## src/rtl/ones_count_pkg.sv

```systemverilog
// Shared types and sizing helpers for the ones-count window accumulator.
//   CNT_W_DEFAULT : width of a count sample from the 15-input ones counter
//   state_t       : accumulator FSM states {ACC, HOLD}
//   sum_width()   : sum width that holds 15*window without overflow
package ones_count_pkg;

  localparam int unsigned CNT_W_DEFAULT = 4;

  typedef enum logic {
    ACC  = 1'b0,
    HOLD = 1'b1
  } state_t;

  function automatic int unsigned sum_width(input int unsigned window);
    return CNT_W_DEFAULT + $clog2(window);
  endfunction

endpackage

```

## src/rtl/ones_count_win_ctr.sv

```systemverilog
// Sample counter 0..WINDOW-1 for the window accumulator.
//   clk, rst : clock, async active-high reset
//   clr      : synchronous clear (priority over inc)
//   inc      : count one accepted sample; wraps to 0 after WINDOW-1
//   last     : counter is at WINDOW-1, i.e. the next inc completes the window
module ones_count_win_ctr #(
  parameter int unsigned WINDOW = 8
) (
  input  logic clk,
  input  logic rst,
  input  logic clr,
  input  logic inc,
  output logic last
);

  localparam int unsigned CW = (WINDOW > 1) ? $clog2(WINDOW) : 1;

  logic [CW-1:0] cnt;

  assign last = (cnt == CW'(WINDOW - 1));

  // Wrap only on window completion.
  always_ff @(posedge clk or posedge rst) begin
    if (rst) begin
      cnt <= '0;
    end else if (clr) begin
      cnt <= '0;
    end else if (inc) begin
      cnt <= last ? '0 : cnt + CW'(1);
    end
  end

endmodule

```

## src/rtl/ones_count_window_acc.sv

```systemverilog
// Accumulates WINDOW accepted ones-count samples into a window sum and presents
// it on a valid/ready handshake.
//   clk, rst             : clock, async active-high reset
//   clr                  : synchronous window abort; drops the same-cycle sample
//   in_valid/in_count    : incoming count sample
//   in_ready             : high in ACC, low while a result is held
//   out_valid/out_sum    : completed window sum, held until out_ready
//   out_ready            : consumer takes the sum
//   peak_out             : max sample of the window (only with ONES_ACC_PEAK_EN)
// Optional feature macro: ONES_ACC_PEAK_EN
module ones_count_window_acc
  import ones_count_pkg::*;
#(
  parameter int unsigned CNT_W  = CNT_W_DEFAULT,
  parameter int unsigned WINDOW = 8,
  parameter int unsigned SUM_W  = sum_width(WINDOW)
) (
  input  logic             clk,
  input  logic             rst,
  input  logic             clr,
  input  logic             in_valid,
  input  logic [CNT_W-1:0] in_count,
  output logic             in_ready,
  output logic             out_valid,
  output logic [SUM_W-1:0] out_sum,
`ifdef ONES_ACC_PEAK_EN
  output logic [CNT_W-1:0] peak_out,
`endif
  input  logic             out_ready
);

  state_t           state;
  state_t           state_nxt;
  logic [SUM_W-1:0] acc;
  logic             accept;
  logic             last;

  // in_ready decodes directly from the state register.
  assign in_ready = (state == ACC);
  assign accept   = in_valid && in_ready && !clr;

  ones_count_win_ctr #(
    .WINDOW (WINDOW)
  ) u_ctr (
    .clk  (clk),
    .rst  (rst),
    .clr  (clr),
    .inc  (accept),
    .last (last)
  );

  // State register.
  always_ff @(posedge clk or posedge rst) begin
    if (rst) begin
      state <= ACC;
    end else begin
      state <= state_nxt;
    end
  end

  // Next-state logic; clr forces ACC from either state.
  always_comb begin
    state_nxt = state;
    case (state)
      ACC:     if (accept && last) state_nxt = HOLD;
      HOLD:    if (out_ready)      state_nxt = ACC;
      default: state_nxt = ACC;
    endcase
    if (clr) state_nxt = ACC;
  end

  // Accumulator and result registers; out_sum is only rewritten on completion.
  always_ff @(posedge clk or posedge rst) begin
    if (rst) begin
      acc       <= '0;
      out_sum   <= '0;
      out_valid <= 1'b0;
    end else if (clr) begin
      acc       <= '0;
      out_valid <= 1'b0;
    end else if (accept) begin
      if (last) begin
        out_sum   <= acc + SUM_W'(in_count);
        out_valid <= 1'b1;
        acc       <= '0;
      end else begin
        acc <= acc + SUM_W'(in_count);
      end
    end else if (state == HOLD && out_ready) begin
      out_valid <= 1'b0;
    end
  end

`ifdef ONES_ACC_PEAK_EN
  logic [CNT_W-1:0] peak;
  logic [CNT_W-1:0] peak_upd;

  assign peak_upd = (in_count > peak) ? in_count : peak;

  // Running max restarts each window; the window's max is latched with out_sum.
  always_ff @(posedge clk or posedge rst) begin
    if (rst) begin
      peak     <= '0;
      peak_out <= '0;
    end else if (clr) begin
      peak     <= '0;
      peak_out <= '0;
    end else if (accept) begin
      if (last) begin
        peak_out <= peak_upd;
        peak     <= '0;
      end else begin
        peak <= peak_upd;
      end
    end
  end
`endif

endmodule

```

## config.mk

```make
export PLATFORM = sky130hd
export DESIGN_NAME = ones_count_window_acc
export DESIGN_NICKNAME = d
export VERILOG_FILES = /design/src/rtl/ones_count_pkg.sv /design/src/rtl/ones_count_win_ctr.sv /design/src/rtl/ones_count_window_acc.sv
export SDC_FILE = /design/constraint.sdc
export NUM_CORES = 1
export LEC_CHECK = 0
export ABC_AREA = 1
export BUFFER_PORTS_ARGS = -buffer_cell sky130_fd_sc_hd__clkbuf_2
export CORE_MARGIN = 2
export CORE_UTILIZATION = 56
export CTS_BUF_LIST = sky130_fd_sc_hd__clkbuf_4 sky130_fd_sc_hd__clkbuf_8
export CTS_CLUSTER_DIAMETER = 40
export DETAILED_ROUTE_END_ITERATION = 16
export PLACE_DENSITY_LB_ADDON = 0.15
export SYNTH_ARGS = -nofsm -noshare
export SYNTH_HDL_FRONTEND = slang
export SYNTH_SLANG_ARGS = --single-unit
```

## constraint.sdc

```tcl
create_clock -name clk -period 2.13 [get_ports clk]
set_clock_uncertainty 0.2 [all_clocks]
set_input_delay 0 -clock clk [delete_from_list [all_inputs] [get_ports clk]]
set_output_delay 0 -clock clk [all_outputs]
set_load 0.02 [all_outputs]
```

---- Word-level counts from Yosys, hierarchy flattened ----
Index checks and enable logic that the tools add are counted.
storage, ports and cells
  register bits after elaboration ......... 19
  output and inout bits ................... 9
cells by class
  add/subtract/negate cells ............... 2
  equality and inequality tests ........... 2
  muxes and demuxes ....................... 14
  bitwise gates (word level) .............. 2
  reductions and logical operators ........ 9
operator list
  kind                                                    number
  2-to-1 mux 7 bit                                        3
  2-to-1 mux 3 bit                                        3
  adder 7 x 4 -> 7 bit                                    1
  2-to-1 mux 1 bit                                        7
  logical AND 1 bit                                       4
  adder 3 x 1 -> 3 bit (second input constant)            1
  == test 3 bit (second input constant)                   1
  inequality test 3 x 2 -> 1 bit (second input constant)  1
  AND reduction 3 bit                                     1
  nonzero test 3 bit                                      1
  inverter 1 bit                                          2
  case mux 1 bit (2 select lines)                         1
  AND reduction 2 bit                                     1
  nonzero test 2 bit                                      1
  logical NOT 1 bit                                       1

---- Depth between registers and ports, before layout ----
  word-level depth ........................ 7
  depth in mapped cells ................... 8
  mapped depth without buffers ............ 8

---- Hierarchy ----
From an unflattened synthesis, not the netlist that was laid out.
unflattened totals
  cells, all modules ...................... 131
  area total of the unflattened synthesis .. 1044.8 µm²
by module, submodules not included
  module                 instances  cells an instance  area each (µm²)
  ones_count_window_acc  1          111                885.8
  ones_count_win_ctr     1          20                 158.9

---- Worst setup path before layout ----
No wires, ideal clock.
  kind .................................... flip-flop to flip-flop
  start point ............................. register acc[0]
  end point ............................... register acc[6]
  library setup time ...................... 117 ps
  data arrival time ....................... 1359 ps
  required time ........................... 1813 ps
  setup slack ............................. 454 ps
  stages on the path, launching flop included .. 9
  buffers on the path ..................... 0
  path through ............................ dfrtp_1 > ha_1 > fa_1 > nand3_1 > nand2_1 > nand2_1 > nand2_1 > nand3_1 > nand2_1
on the way
  word-level cells in the longest chain between the ends .. 4
ends and longest elaborated chain
  item                      RTL line                     text
  start: declaration        ones_count_window_acc.sv:34  logic [SUM_W-1:0] acc;
  start signal: assignment  ones_count_window_acc.sv:87  acc <= acc + SUM_W'(in_count);
  adder 7 x 4 -> 7 bit      ones_count_window_acc.sv:87
  2-to-1 mux 7 bit          ones_count_window_acc.sv:82  if (last) begin
  2-to-1 mux 7 bit          ones_count_window_acc.sv:81  end else if (accept) begin
  2-to-1 mux 7 bit          ones_count_window_acc.sv:78  end else if (clr) begin
Every way passes these cells. The select of a mux whose other input is x is not followed.
A chain may end at the register's enable or synchronous reset.

---- Worst setup path in the final report ----
  start point ............................. register u_ctr.cnt[0]
  end point ............................... register state
on the way
  word-level cells in the longest chain between the ends .. 5
ends and longest elaborated chain
  item                             RTL line                     text
  start: declaration               ones_count_win_ctr.sv:18     logic [CW-1:0] cnt;
  start signal: assignment         ones_count_win_ctr.sv:29     cnt <= last ? '0 : cnt + CW'(1);
  == test 3 bit                    ones_count_win_ctr.sv:20     assign last = (cnt == CW'(WINDOW - 1));
  logical AND 1 bit                ones_count_window_acc.sv:65  ACC: if (accept && last) state_nxt = HOLD;
  2-to-1 mux 1 bit                 ones_count_window_acc.sv:65
  case mux 1 bit (2 select lines)  ones_count_window_acc.sv:64  case (state)
  2-to-1 mux 1 bit                 ones_count_window_acc.sv:69  if (clr) state_nxt = ACC;
  net state_nxt                    ones_count_window_acc.sv:33  state_t state_nxt;
  end signal: assignment           ones_count_window_acc.sv:57  state <= state_nxt;
  end: declaration                 ones_count_window_acc.sv:32  state_t state;
The timed path passes the listed nets, and every way through them passes these cells.

==> results summary <==
The root buffer cell is clkbuf_4. The analysis attributes to net switching a power of 0.000192 W. The sink count of the clock tree is 19. Counting flops and latches in the post-synthesis netlist gives 19. In the final layout, the share of cells above drive strength 1 is 0.233. The max-slew violation total from the final report came out at 0.

The met1 track utilization from global routing came out at 0.296. Of the total power, the clock network draws 0.271. Timing analysis after detailed placement gives a worst setup slack of 0.356 ns. The launching element type of the critical path is a flip-flop. The peak clock frequency supported by timing is 497 MHz.

The die height came out at 46.4 microns. On the critical path, the stage with the largest delay is an instance of dlygate4sd3_1. The latest clock arrival within the worst-skew pair came out at 0.31 ns. For this run, global-route usage on met3 was measured as 0.0353. The pre-antenna-repair detailed-routing pass consisted of 4 iterations. The overall track demand over capacity in global routing is 0.224. Measured against its own limit, the worst slew margin works out to 0.523. The starting density of the core is 0.590. The synthesized netlist net count came out at 133.

The synthesized netlist contains 21 unique library cells. The post-synthesis instance total is 117. The count of input and output buffers is 17. In the final routed layout, each cell accounts on average for 11.7 microns. The final critical-path setup slack is 0.118 ns. The DRC violations left came out at 0.

Setup repair after global routing left no endpoint under its margin. The Yosys step of the flow raised 0 warnings. The I/O pin count is 18. The mean instance size in the synthesized netlist came out at 8.61 sq um. The routed layout has 845 vias. The synthesized netlist occupies a cell area of 1010 sq um. The share of the yosys chip area belonging to registers is 0.472.

The setup path with the least slack is of type reg -> reg. The pin slew with the least headroom to its limit came out at 0.714 ns. Counting tap cells, the placed design contains a total of 159 instances.

For this design the ratio of total power to cell area is 556 nW/um^2. The switching share of total power is 0.280. The peak per-stage delay on the critical path is 0.55 ns.

The number of failing hold endpoints at the final stage is 0. The final period demand of the worst path came out at 2.01 ns. In this run the core area contains 15 standard-cell rows. In the finished design, the share of the clock period the worst path needs comes to 0.944.

The count of buffers added by post-CTS timing repair for setup came out at 0. The die outline width is 46.4 microns. The number of global-route vias before repair was 785. The area enclosed by the die boundary is 2150 sq um. The pin count of the biggest net entering global routing is 20. The setup check on the worst reg-to-reg path leaves a slack of 0.12 ns. The total inserted antenna cells is 0. The wire length of the first global-routing pass is 3.33 mm. The number of CTS-inserted buffers came out at 3. The post-route standard cell area excluding fillers came out at 1230 sq um.

The maximum count of clock buffers along a single path came out at 2. TritonCTS built the clock tree. The top cell types in the final layout, fill and taps aside, are nand2_1 (46), dfrtp_1 (19), clkbuf_2 (17), nand3_1 (13), inv_1 (9).

The weighted congestion reported at the end of routability-driven placement is 0.807. Summed over all cells, the static leakage comes to 0.721 nW. The number of antenna violations at the first check in global routing is 0. The post-placement cell area is 1120 sq um. The global-route met2 utilization came out at 0.358. Using the TritonRoute via totals, the vias-per-cell ratio works out to 4.94. In this run the worst hold path is classified as in -> reg. The level count of the clock H-tree is 1.

After clock tree synthesis, the clock-pin slew on the worst setup and hold paths is 0.11 ns. The flow ran to the end, and the final reports show no timing, DRC or antenna violations. The internal power of the cells totals 0.000492 W. STA puts the critical path data arrival time at 2.02 ns. Of the total power, registers draw 0.562.

The share of total power in combinational logic came out at 0.167. In this run the worst path has a maximum fanout of 10. The core region area is 1710 sq um. The number of non-filler instances in the completed layout came out at 171. The number of violations of the max-capacitance limit came out at 0. The most common library cell in the layout ignoring fill and taps is nand2_1. From synthesis to final layout, the design area changed by 22.2%.

In this design, the critical path's most frequently occurring cell is ha_1. Setup violations remaining at the end of the flow were counted as 0. For the worst setup path, the data required time is 2.13 ns. The peak-usage layer in the global routing report is met2. The number of filler instances in the final layout is 137. After legalization and detailed placement, the total HPWL measured 1.39 mm. The net total in the final layout is 163. The sort of element at the end of the critical path is a flip-flop. The signal on the critical path passes through ha_1 > ha_1 > inv_2 > nor2_8 > inv_6 > a21oi_2 > dlygate4sd3_1.

The routed design has 2.00 mm of wire. The detail route stage leaves a number of antenna-violating nets equal to 0. For the final routed database, the setup TNS stands at 0 ns.

IR analysis of the VDD net gives a maximum drop of 0.000462 V. The total congestion overflow is 0. The post-layout utilization of the core is 0.721.

The number of DRC violations after detailed-routing iteration 0 is 24.
## sequential cells by signal, indices dropped and copies added, names as in the netlist
name / cells
acc: 7
out_sum: 7
u_ctr.cnt: 3
out_valid: 1
state: 1
## per-layer routing
layer  up-vias  part of all wire
met3         5             0.047
met5         -                 0
met2        22              0.46
li1        431                 -
met1       387              0.47
met4         0             0.021
## worst paths after layout
check,startpoint,to,cells after the start
worst max register to register,u_ctr.cnt[0],state,7
worst max-delay path,u_ctr.cnt[0],state,7
max in group asynchronous,rst,acc[2],3
min in group asynchronous,rst,out_sum[0],3
worst min register to register,out_sum[1],out_sum[1],2
worst min-delay path,in_count[3],acc[3],5
## timing repair
| item | 4_1_cts | 5_1_grt |
|---|---|---|
| hold buffers | 9 | 0 |
| setup endpoints to repair | 0 | 1 |
| hold endpoints to repair | 38 | 0 |
| gates resized for setup | 0 | 1 |
## cells by family after synthesis
group	after synthesis	synth area share
AOI/OAI and AO/OA	10	0.0745
adders and majority gates	7	0.0944
buffers and inverters	15	0.0609
xor gates and xnor gates	1	0.00870
DFF	19	0.472
and+or+nand+nor	65	0.289
## power by group through the flow
stage / registers (W) / clock network (W) / logic, W
final: 0.000385 / 0.000185 / 0.000114
after global routing: 0.000387 / 0.000201 / 0.000130
after CTS: 0.000385 / 0.000191 / 0.000116
after detailed placement: 0.000392 / 0 / 0.000104
after global placement: 0.000391 / 0 / 0.000100
after floorplan: 0.000389 / 0 / 0.0000767
## cell usage after synthesis
| cell type | count | area, sq um |
|---|---|---|
| a21oi_1 | 1 | 5.00 |
| a21oi_2 | 1 | 8.76 |
| a22o_1 | 2 | 17.5 |
| a22o_2 | 2 | 20.0 |
| dfrtp_1 | 19 | 475 |
| fa_1 | 1 | 20.0 |
| ha_1 | 6 | 75.1 |
| inv_1 | 10 | 37.5 |
| inv_2 | 4 | 15.0 |
| inv_6 | 1 | 8.76 |
| nand2_1 | 46 | 173 |
| nand2_2 | 1 | 6.26 |
| nand3_1 | 13 | 65.1 |
| nand4_1 | 1 | 6.26 |
| nor2_1 | 1 | 3.75 |
| nor2_4 | 1 | 11.3 |
| nor2_8 | 1 | 20.0 |
| o21ai_0 | 3 | 15.0 |
| o21ai_2 | 1 | 8.76 |
| or2_1 | 1 | 6.26 |
| xnor2_1 | 1 | 8.76 |
## stage by stage
step | hold slack [ns] | total power, W
floorplan | -0.249 | 0.000466
global placement | -0.0717 | 0.000491
detailed placement | -0.0631 | 0.000496
CTS | 0.0103 | 0.000692
global route | 0.0645 | 0.000719
finish | 0.0151 | 0.000684
## cell type report
type | instances | area (sq um) | share of cell area
multi-input combinational | 83 | 470 | 0.382
tap | 25 | 31.3 | 0.0254
timing repair buffer | 25 | 165 | 0.134
clock inverter | 1 | 5.00 | 0.00407
clock buffer | 3 | 22.5 | 0.0183
inverter | 15 | 61.3 | 0.0498
sequential | 19 | 475 | 0.386
## worst max-delay path: cells and delay by family (launching register included)
kind            cells  cell delay, ns
compound gates      1            0.06
fa+ha+maj           2            0.39
buf+inv             3            0.76
flops               1            0.41
simple gates        1            0.07
Note: power is estimated with default switching activity, not from simulation.
